`src/rtl/haze_axis_pkg.sv`:
```
// Shared definitions for the haze-removal AXI4-Stream output path.
package haze_axis_pkg;

  localparam int unsigned DATA_W = 32;

  // Pixel layout inside TDATA: R[23:16] G[15:8] B[7:0]
  localparam int unsigned RGB_W = 24;
  localparam int unsigned R_LSB = 16;
  localparam int unsigned G_LSB = 8;
  localparam int unsigned B_LSB = 0;
  localparam int unsigned CHAN_W = 8;

  // Framer FSM encoding
  typedef logic [0:0] framer_state_t;
  localparam framer_state_t StIdle   = 1'b0;
  localparam framer_state_t StActive = 1'b1;

  // Counter width able to hold 0..n-1, never narrower than 1 bit
  function automatic int unsigned cnt_w(input int unsigned n);
    return (n <= 2) ? 1 : $clog2(n);
  endfunction

endpackage

```
`src/rtl/axis_video_framer_if.sv`:
```
// AXI4-Stream video bundle shared by the framer's input and output sides.
interface axis_video_framer_if #(
  parameter int unsigned DATA_W = 32
) ();

  logic [DATA_W-1:0] tdata;
  logic              tvalid;
  logic              tready;
  logic              tlast;
  logic              tuser;

  modport master (
    output tdata,
    output tvalid,
    output tlast,
    output tuser,
    input  tready
  );

  modport slave (
    input  tdata,
    input  tvalid,
    input  tlast,
    input  tuser,
    output tready
  );

endinterface

```
`src/rtl/axis_skid_buffer.sv`:
```
// Two-entry stream buffer with a registered s_ready, so the upstream ready never
// depends combinationally on m_ready. Second entry absorbs the beat in flight.
module axis_skid_buffer #(
  parameter int unsigned WIDTH = 8
) (
  input  logic             ACLK,
  input  logic             ARESETn,
  input  logic             s_valid,
  input  logic [WIDTH-1:0] s_data,
  output logic             s_ready,
  output logic             m_valid,
  output logic [WIDTH-1:0] m_data,
  input  logic             m_ready
);

  logic [WIDTH-1:0] mem_q [2];
  logic             rd_ptr_q;
  logic             wr_ptr_q;
  logic [1:0]       count_q;
  logic [1:0]       count_d;
  logic             s_ready_q;
  logic             push;
  logic             pop;

  assign push = s_valid & s_ready_q;
  assign pop  = (count_q != 2'd0) & m_ready;

  // Occupancy next state; simultaneous push and pop leaves it unchanged
  always_comb begin
    count_d = count_q;
    unique case ({push, pop})
      2'b10:   count_d = count_q + 2'd1;
      2'b01:   count_d = count_q - 2'd1;
      default: count_d = count_q;
    endcase
  end

  // Storage, pointers and registered ready (low whenever the buffer will be full)
  always_ff @(posedge ACLK) begin
    if (!ARESETn) begin
      mem_q[0]  <= '0;
      mem_q[1]  <= '0;
      rd_ptr_q  <= 1'b0;
      wr_ptr_q  <= 1'b0;
      count_q   <= 2'd0;
      s_ready_q <= 1'b0;
    end else begin
      if (push) begin
        mem_q[wr_ptr_q] <= s_data;
        wr_ptr_q        <= ~wr_ptr_q;
      end
      if (pop) begin
        rd_ptr_q <= ~rd_ptr_q;
      end
      count_q   <= count_d;
      s_ready_q <= (count_d != 2'd2);
    end
  end

  assign s_ready = s_ready_q;
  assign m_valid = (count_q != 2'd0);
  assign m_data  = mem_q[rd_ptr_q];

endmodule

```
`src/rtl/axis_video_framer.sv`:
```
// Video framing stage: tags SOF/EOL from column/row counters, checks upstream
// TLAST against the programmed frame size and buffers through a skid buffer.
module axis_video_framer
  import haze_axis_pkg::*;
#(
  parameter int unsigned IMG_WIDTH  = 512,
  parameter int unsigned IMG_HEIGHT = 512,
  parameter int unsigned DATA_W     = haze_axis_pkg::DATA_W
) (
  input  logic                ACLK,
  input  logic                ARESETn,
  input  logic                enable,
  axis_video_framer_if.slave  s_axis,
  axis_video_framer_if.master m_axis,
  output logic                frame_done,
  output logic                err_short,
  output logic                err_long,
  input  logic                err_clr
);

  localparam int unsigned ColW = cnt_w(IMG_WIDTH);
  localparam int unsigned RowW = cnt_w(IMG_HEIGHT);
  // Payload: {rgb, tuser, tlast, frame_end}
  localparam int unsigned PayW = RGB_W + 3;

  logic [ColW-1:0] col_q, col_d;
  logic [RowW-1:0] row_q, row_d;
  logic            err_short_q, err_short_d;
  logic            err_long_q, err_long_d;
  framer_state_t   state_q, state_d;

  logic            skid_s_ready;
  logic [PayW-1:0] pay_in;
  logic [PayW-1:0] pay_out;
  logic            accept;
  logic            col_last;
  logic            row_last;
  logic            at_end;
  logic            short_evt;
  logic            long_evt;
  logic            tag_user;
  logic            unused_inputs;

  assign s_axis.tready = enable & skid_s_ready;
  assign accept        = s_axis.tvalid & s_axis.tready;

  assign col_last  = (col_q == ColW'(IMG_WIDTH - 1));
  assign row_last  = (row_q == RowW'(IMG_HEIGHT - 1));
  assign at_end    = col_last & row_last;
  assign tag_user  = (col_q == '0) & (row_q == '0);
  assign short_evt = accept & s_axis.tlast & ~at_end;
  assign long_evt  = accept & ~s_axis.tlast & at_end;

  assign pay_in = {s_axis.tdata[RGB_W-1:0], tag_user, col_last, at_end};

  // Counter advance and frame-size check on every accepted beat
  always_comb begin
    col_d       = col_q;
    row_d       = row_q;
    err_short_d = err_short_q;
    err_long_d  = err_long_q;
    if (err_clr) begin
      err_short_d = 1'b0;
      err_long_d  = 1'b0;
    end
    // An error event in the same cycle as err_clr keeps its flag set
    if (short_evt) err_short_d = 1'b1;
    if (long_evt)  err_long_d  = 1'b1;
    if (accept) begin
      if (s_axis.tlast || at_end) begin
        col_d = '0;
        row_d = '0;
      end else if (col_last) begin
        col_d = '0;
        row_d = row_q + RowW'(1);
      end else begin
        col_d = col_q + ColW'(1);
      end
    end
  end

  // Frame FSM: a frame opens on the first accepted beat, closes on its last
  always_comb begin
    state_d = state_q;
    unique case (state_q)
      StIdle: begin
        if (accept && !(s_axis.tlast || at_end)) state_d = StActive;
      end
      StActive: begin
        if (accept && (s_axis.tlast || at_end)) state_d = StIdle;
      end
      default: state_d = StIdle;
    endcase
  end

  // State registers
  always_ff @(posedge ACLK) begin
    if (!ARESETn) begin
      col_q       <= '0;
      row_q       <= '0;
      err_short_q <= 1'b0;
      err_long_q  <= 1'b0;
      state_q     <= StIdle;
    end else begin
      col_q       <= col_d;
      row_q       <= row_d;
      err_short_q <= err_short_d;
      err_long_q  <= err_long_d;
      state_q     <= state_d;
    end
  end

  axis_skid_buffer #(
    .WIDTH (PayW)
  ) u_skid (
    .ACLK    (ACLK),
    .ARESETn (ARESETn),
    .s_valid (s_axis.tvalid & enable),
    .s_data  (pay_in),
    .s_ready (skid_s_ready),
    .m_valid (m_axis.tvalid),
    .m_data  (pay_out),
    .m_ready (m_axis.tready)
  );

  assign m_axis.tdata = {{(DATA_W - RGB_W){1'b0}}, pay_out[PayW-1:3]};
  assign m_axis.tuser = pay_out[2];
  assign m_axis.tlast = pay_out[1];
  assign frame_done   = m_axis.tvalid & m_axis.tready & pay_out[0];

  assign err_short = err_short_q;
  assign err_long  = err_long_q;

  // Alpha byte and upstream TUSER are intentionally ignored
  assign unused_inputs = ^{s_axis.tdata[DATA_W-1:RGB_W], s_axis.tuser};

endmodule
```
`src/flat_wrapper.sv`:
```
// flat-port wrapper written by rule: the top's interface ports become plain ports
module axis_video_framer_flat import haze_axis_pkg::*;
#(
  parameter int unsigned IMG_WIDTH  = 512,
  parameter int unsigned IMG_HEIGHT = 512,
  parameter int unsigned DATA_W     = haze_axis_pkg::DATA_W
)
  (ACLK, ARESETn, enable, frame_done, err_short, err_long, err_clr, s_axis_tdata, s_axis_tvalid, s_axis_tlast, s_axis_tuser, s_axis_tready, m_axis_tdata, m_axis_tvalid, m_axis_tlast, m_axis_tuser, m_axis_tready);
  axis_video_framer_if #(.DATA_W(DATA_W)) s_axis_i ();
  axis_video_framer_if #(.DATA_W(DATA_W)) m_axis_i ();
  input  logic ACLK;
  input  logic ARESETn;
  input  logic enable;
  output logic frame_done;
  output logic err_short;
  output logic err_long;
  input  logic err_clr;
  input wire logic [$bits(s_axis_i.tdata)-1:0] s_axis_tdata;
  input wire logic [$bits(s_axis_i.tvalid)-1:0] s_axis_tvalid;
  input wire logic [$bits(s_axis_i.tlast)-1:0] s_axis_tlast;
  input wire logic [$bits(s_axis_i.tuser)-1:0] s_axis_tuser;
  output wire logic [$bits(s_axis_i.tready)-1:0] s_axis_tready;
  output wire logic [$bits(m_axis_i.tdata)-1:0] m_axis_tdata;
  output wire logic [$bits(m_axis_i.tvalid)-1:0] m_axis_tvalid;
  output wire logic [$bits(m_axis_i.tlast)-1:0] m_axis_tlast;
  output wire logic [$bits(m_axis_i.tuser)-1:0] m_axis_tuser;
  input wire logic [$bits(m_axis_i.tready)-1:0] m_axis_tready;
  assign s_axis_i.tdata = s_axis_tdata;
  assign s_axis_i.tvalid = s_axis_tvalid;
  assign s_axis_i.tlast = s_axis_tlast;
  assign s_axis_i.tuser = s_axis_tuser;
  assign s_axis_tready = s_axis_i.tready;
  assign m_axis_tdata = m_axis_i.tdata;
  assign m_axis_tvalid = m_axis_i.tvalid;
  assign m_axis_tlast = m_axis_i.tlast;
  assign m_axis_tuser = m_axis_i.tuser;
  assign m_axis_i.tready = m_axis_tready;
  axis_video_framer #(.IMG_WIDTH(IMG_WIDTH), .IMG_HEIGHT(IMG_HEIGHT), .DATA_W(DATA_W)) u_core (.ACLK(ACLK), .ARESETn(ARESETn), .enable(enable), .s_axis(s_axis_i), .m_axis(m_axis_i), .frame_done(frame_done), .err_short(err_short), .err_long(err_long), .err_clr(err_clr));
endmodule
```
`config.mk`:
```
export PLATFORM = sky130hd
export DESIGN_NAME = axis_video_framer_flat
export DESIGN_NICKNAME = d
export VERILOG_FILES = /design/src/rtl/haze_axis_pkg.sv /design/src/rtl/axis_video_framer_if.sv /design/src/rtl/axis_skid_buffer.sv /design/src/rtl/axis_video_framer.sv /design/src/flat_wrapper.sv
export SDC_FILE = /design/constraint.sdc
export NUM_CORES = 1
export LEC_CHECK = 0
export BUFFER_PORTS_ARGS = -buffer_cell sky130_fd_sc_hd__buf_2
export CAP_MARGIN = 20
export CORE_UTILIZATION = 45
export DETAILED_ROUTE_END_ITERATION = 16
export GPL_ROUTABILITY_DRIVEN = 0
export PLACE_DENSITY = 0.64
export SLEW_MARGIN = 25
export SYNTH_ARGS = -nofsm -noshare
export SYNTH_HDL_FRONTEND = slang
export SYNTH_SLANG_ARGS = --single-unit
```
`constraint.sdc`:
```
create_clock -name ACLK -period 4.75 [get_ports ACLK]
set_input_delay 0.2375 -clock ACLK [delete_from_list [all_inputs] [get_ports ACLK]]
set_output_delay 0.2375 -clock ACLK [all_outputs]
set_load 0.01 [all_outputs]
```
# After elaboration in Yosys (flattened, before gate mapping)
# Memories as Yosys holds them, arrays and structs flattened. A register that Yosys moved wholly into a read port is not among the register bits.
# Cells that the tools add are included.
[totals] mem_count=1 ramBits=54 in_bits=40 out_inout_bits=39 regBits=25
[classes] mux=17 eq_ne=5 n_reduce_logical=9 n_addsub=4 bitwise=16
[memory_table] name="u_core.u_skid.mem_q" words=2 word_bits=27 read_ports=1 rd_ports_with_merged_regs=1 write_ports=2 line="axis_skid_buffer.sv:16" rtl="logic [WIDTH-1:0] mem_q [2];"
[ops] operator="9-bit two-way mux" n=4
[ops] operator="27-bit two-way mux" n=1
[ops] operator="27-bit OR reduction" n=1
[ops] operator="9-bit by 1-bit adder with 9-bit output (second input constant)" n=2
[ops] operator="9-bit == test (second input constant)" n=2
[ops] operator="9-bit logical NOT" n=2
[ops] operator="1-bit bitwise AND" n=12
[ops] operator="1-bit two-way mux" n=11
[ops] operator="2-bit nonzero test" n=4
[ops] operator="1-bit inverter" n=4
[ops] operator="2-bit case mux with 2 select lines" n=1
[ops] operator="2-bit by 1-bit adder with 2-bit output (second input constant)" n=1
[ops] operator="2-bit by 1-bit == test with 1-bit output (second input constant)" n=1
[ops] operator="2-bit == test (second input constant)" n=1
[ops] operator="2-bit inequality test (second input constant)" n=1
[ops] operator="2-bit AND reduction" n=1
[ops] operator="2-bit by 1-bit subtractor with 2-bit output (second input constant)" n=1
[ops] operator="1-bit logical OR" n=1

# Depth between registers and ports, before layout
[depth] ltp_word=7 mapped_depth=9 depth_no_buf=8

# Hierarchy
# A second synthesis with hierarchy kept.
[unflattened] hier_cells=343 hier_area_um2=3732.3
[by_module_without_submodules] mod="axis_skid_buffer" seq_area_each_um2=1741.7 area_per_inst_um2=2576.2 instances=1 cells_per_inst=205
[by_module_without_submodules] mod="axis_video_framer" seq_area_each_um2=400.4 area_per_inst_um2=1156.1 instances=1 cells_per_inst=138

# Worst setup path before layout
# OpenSTA, ideal clock, no wires.
[synth_path] path_kind="register to register" start="register u_core.u_skid.s_ready_q, in the netlist u_core.u_skid.s_ready" end="memory u_core.u_skid.mem_q[0][0] (netlist name) (enable)" path_stages_with_launch=5 setup_slack_ns=1.540 path_buffers=1 required_ns=4.301 t_arrival_ns=2.761 path_cell_list="dfxtp_1 > and3_4 > inv_2 > buf_1 > o21ai_0"
[synth_lines] element="start: declaration" line="axis_skid_buffer.sv:21" rtl="logic s_ready_q;"
[synth_lines] element="start signal: assignment" line="axis_skid_buffer.sv:56" rtl="s_ready_q <= (count_d != 2'd2);"
[synth_lines] element="end: declaration" line="axis_skid_buffer.sv:16"

# Worst setup path after layout
[layout_path] start="register u_core.col_q[0]" end="register u_core.row_q[6]"
[layout_between] elab_chain_cells=5 word_cells_on_any_way=6
[layout_rtl] element="start: declaration" line="axis_video_framer.sv:26" rtl="logic [ColW-1:0] col_q, col_d;"
[layout_rtl] element="start signal: assignment" line="axis_video_framer.sv:105" rtl="col_q <= col_d;"
[layout_rtl] element="9-bit == test *" line="axis_video_framer.sv:47" rtl="assign col_last = (col_q == ColW'(IMG_WIDTH - 1));"
[layout_rtl] element="via u_core.col_last" line="axis_video_framer.sv:36" rtl="logic col_last;"
[layout_rtl] element="1-bit bitwise AND" line="axis_video_framer.sv:49" rtl="assign at_end = col_last & row_last;"
[layout_rtl] element="1-bit logical OR" line="axis_video_framer.sv:70" rtl="if (s_axis.tlast || at_end) begin"
[layout_rtl] element="2-bit nonzero test (no line)"
[layout_rtl] element="2-bit AND reduction (no line)"
[layout_rtl] element="end signal: assignment" line="axis_video_framer.sv:106" rtl="row_q <= row_d;"
[layout_rtl] element="end: declaration" line="axis_video_framer.sv:27" rtl="logic [RowW-1:0] row_q, row_d;"
# Mark *: on every way through the listed nets, which the timed path passes. The rest lies on a longest branch.
# A chain may end at the register's enable or synchronous reset.

==> results.toml <==
[power_and_ir_drop]
intPower_uw = 1142
swShare_pct = 23.68
clkPwrFrac_pct = 36.7
peakVddDrop_mv = 0.1423
power_density_mw_per_mm2 = 348.6
p_leak_uw = 0.001744
seqPwrFrac_pct = 52.3
combPwrFrac_pct = 11.0
power.switching_uw = 354.2

[floorplan]
die_x_um = 92.65
die_area_sq_mm = 0.008583
floorplan.initialDensity_pct = 47.11
fp.dieH_um = 92.65
core_sq_mm = 0.007848
io_pins = 79
fp-row-count = 32

[outcome]
status = "complete, no violations"

[synth]
synth-main-ff-cell = "edfxtp_1"
ys_warn_count = 0
syn_area_per_cell_sq_um = 11.70
synth-edff-count = 54
synth_area_leaders = "edfxtp_1, dfxtp_1, and2_1"
synth_top_area_share_pct = 43.86
synth.largest_area_cell = "edfxtp_1"
synthArstFlopShare_pct = 0
synth_cell_types = 49
ys_seq_area_share_pct = 57.94
syn_inst = 316
syn_area_sq_mm = 0.003697
synth_seq_cells = 80

[routing]
firstDrtPassIters = 4
postRouteAntennaNets = 0
remaining_drc_errors = 0
first_iter_violations = 96
via_per_inst = 5.093
wl_um = 6885
num_vias = 2475
routedWlPerCell_um = 14.17

[worst_setup_path]
crit_end = "u_core.row_q[6]"
path_cells = "ha_1, nand3_1, nor2_1, ha_1, a21oi_2, nand2_4, or4_1, a21oi_1"
critPathKind = "register to register"
cp.arrival_ns = 2.63
cpMaxStageDelayCell = "a21oi_2"
crit_path_end_kind = "register"
start_kind = "register"
worstPathMaxFanout = 11
regToRegSetupSlack_ns = 2.40
cp.buffers_inverters = 0
crit_path_max_incr_delay_ns = 0.52
worstReg2RegEnd = "u_core.row_q[6]"
crit_cells = 8
crit_family = "simple AND/OR/NAND/NOR gates"
r2r_cells = 8
cp.required_ns = 5.03
critPathLaunch = "u_core.col_q[0]"
r2r_start = "u_core.col_q[0]"
path_common_cell = "ha_1"

[run]
cap_violations = 0

[timing]
min_period_ns = 2.350
drv_slew = 0
finalClockSkew_ns = 0.008746
setup_viol = 0
slew_headroom_pct = 47.28
hold_viol_final = 0
fin_setup_tns_ns = 0
max_freq_mhz = 425.5
tightest_slew_ns = 0.7908
rsz0062_at_grt = "no"
fin_crit_sh_pct = 49.47

[min_path]
min_from = "s_axis_tdata[8]"
hold_class = "input pin to register"

[place]
dp.cells = 470
port_buffers = 61
dp_hpwl_um = 4499

[clock_network]
cts_htree_levels = 3
clkLatencyLatePin_ns = 0.35
clk_path_buf_depth = 2
cts-resized-gates = 0
path_clk_slew_ns = 0.09
post-cts-setup-buffers = 0
cts_root_buffer = "clkbuf_8"
clock-sinks = 80
cts_buffers = 9
cts_hold_buf = 0
tritoncts = "done"

[finish]
diodes = 0
drive_gt1_share_pct = 30.47
fin_nets = 426
finalNonFillerCells = 486
fillCellCount = 706
syn_to_final_growth_pct = 16.07

[global_routing]
grt.total_usage_pct = 16.83
grt_pass1_wl_um = 10940
grt.overflow.total = 0
grt_pass1_vias = 2308
antenna_found_initial = 0
grt_max_degree = 27
==> through the flow <==
step / area (sq um) / hold WS (ns) / setup slack (ns) / power [uW] / utilization, %
detailed placement: 4073 / 0.4697 / 2.424 / 965.0 / 51.90
global placement: 4073 / 0.4726 / 2.485 / 961.5 / 51.90
finish: 4292 / 0.1686 / 2.400 / 1496 / 54.69
CTS: 4292 / 0.1598 / 2.410 / 1507 / 54.69
floorplan: 3724 / 0.4034 / 1.540 / 908.4 / -
global route: 4292 / 0.1623 / 2.281 / 1548 / 54.69
==> power by group through the flow <==
stage / Combinational, uW / Clock, uW / Sequential, uW
after detailed placement: 166 / 0 / 799
final: 164 / 550 / 782
after global placement: 164 / 0 / 797
after CTS: 167 / 557 / 783
after global routing: 180 / 581 / 786
after floorplan: 113 / 0 / 796
==> state kept, by name (all words and copies together), names as in the netlist, named ones only <==
register and count:
u_core.u_skid.mem_q 54, u_core.col_q 9, u_core.row_q 9, u_core.u_skid.count_q 2
u_core.err_long 1, u_core.err_short 1, u_core.u_skid.rd_ptr_q 1, u_core.u_skid.s_ready 1
u_core.u_skid.wr_ptr_q 1
==> routing by layer <==
layer | vias to the layer above | share of wire [%] | track usage (%)
met2 | 46 | 49 | 28.46
met1 | 1192 | 45 | 20.58
met4 | 0 | 2.0 | 8.333
met5 | - | 0 | 0
met3 | 11 | 3.6 | 3.202
li1 | 1226 | - | -
==> cell type report <==
cell class                 count  area [sq um]  area share, %
tap                          102         127.6          2.974
sequential                    80          2142          49.91
clock buffer                   9         123.9          2.886
clock inverter                 7         95.09          2.216
multi-input combinational    214          1434          33.41
inverter                       9         33.78         0.7872
timing repair buffer          65         335.3          7.813
==> Yosys cell counts (3+ instances only) <==
master / number
edfxtp_1: 54
and2_1: 50
dfxtp_1: 26
mux2_2: 26
nor2_1: 22
nand2_1: 18
a21oi_1: 13
buf_4: 8
nand3_1: 8
ha_1: 7
inv_1: 7
o21ai_0: 7
clkbuf_1: 5
nand4_1: 5
and3_1: 4
buf_2: 4
nor4_1: 4
xnor2_1: 4
xor2_1: 4
nor3_1: 3
or3_1: 3
==> worst min-delay path by stage <==
| stage | cells past startpoint | slack, ns | endpoint |
|---|---|---|---|
| after floorplan | 2 | 0.40 | u_core.err_short |
| after global placement | 2 | 0.47 | u_core.row_q[8] |
| after detailed placement | 2 | 0.47 | u_core.err_short |
| after CTS | 2 | 0.16 | u_core.u_skid.mem_q[0][18] |
| after global routing | 2 | 0.16 | u_core.u_skid.mem_q[0][5] |
| final | 2 | 0.17 | u_core.u_skid.mem_q[1][11] |
==> layout by cell type, fill, tap and decap left out, drive strengths merged, types with 2 or more instances in the layout <==
master / count
buf: 65
nand3: 8
xnor2: 4
conb: 8
inv: 10
a21oi: 14
nor4b: 2
nand2b: 2
bufinv: 2
ha: 7
dfxtp: 26
clkbuf: 9
nand2: 19
nor3: 4
a22oi: 2
clkinv: 3
nor2: 22
or3: 3
and2: 52
nor4: 4
and3: 5
nand4: 5
edfxtp: 54
xor2: 4
o21ai: 7
mux2: 26
==> logic make-up after synthesis <==
family / synth area share [%]
muxes: 8.189
buffers and inverters: 4.095
and+or+nand+nor: 19.86
adders and majority gates: 2.369
DFF: 57.94
other: 0.1014
xor gates and xnor gates: 1.895
AOI/OAI and AO/OA: 5.550
No activity file was read; power rests on OpenSTA's default activity.
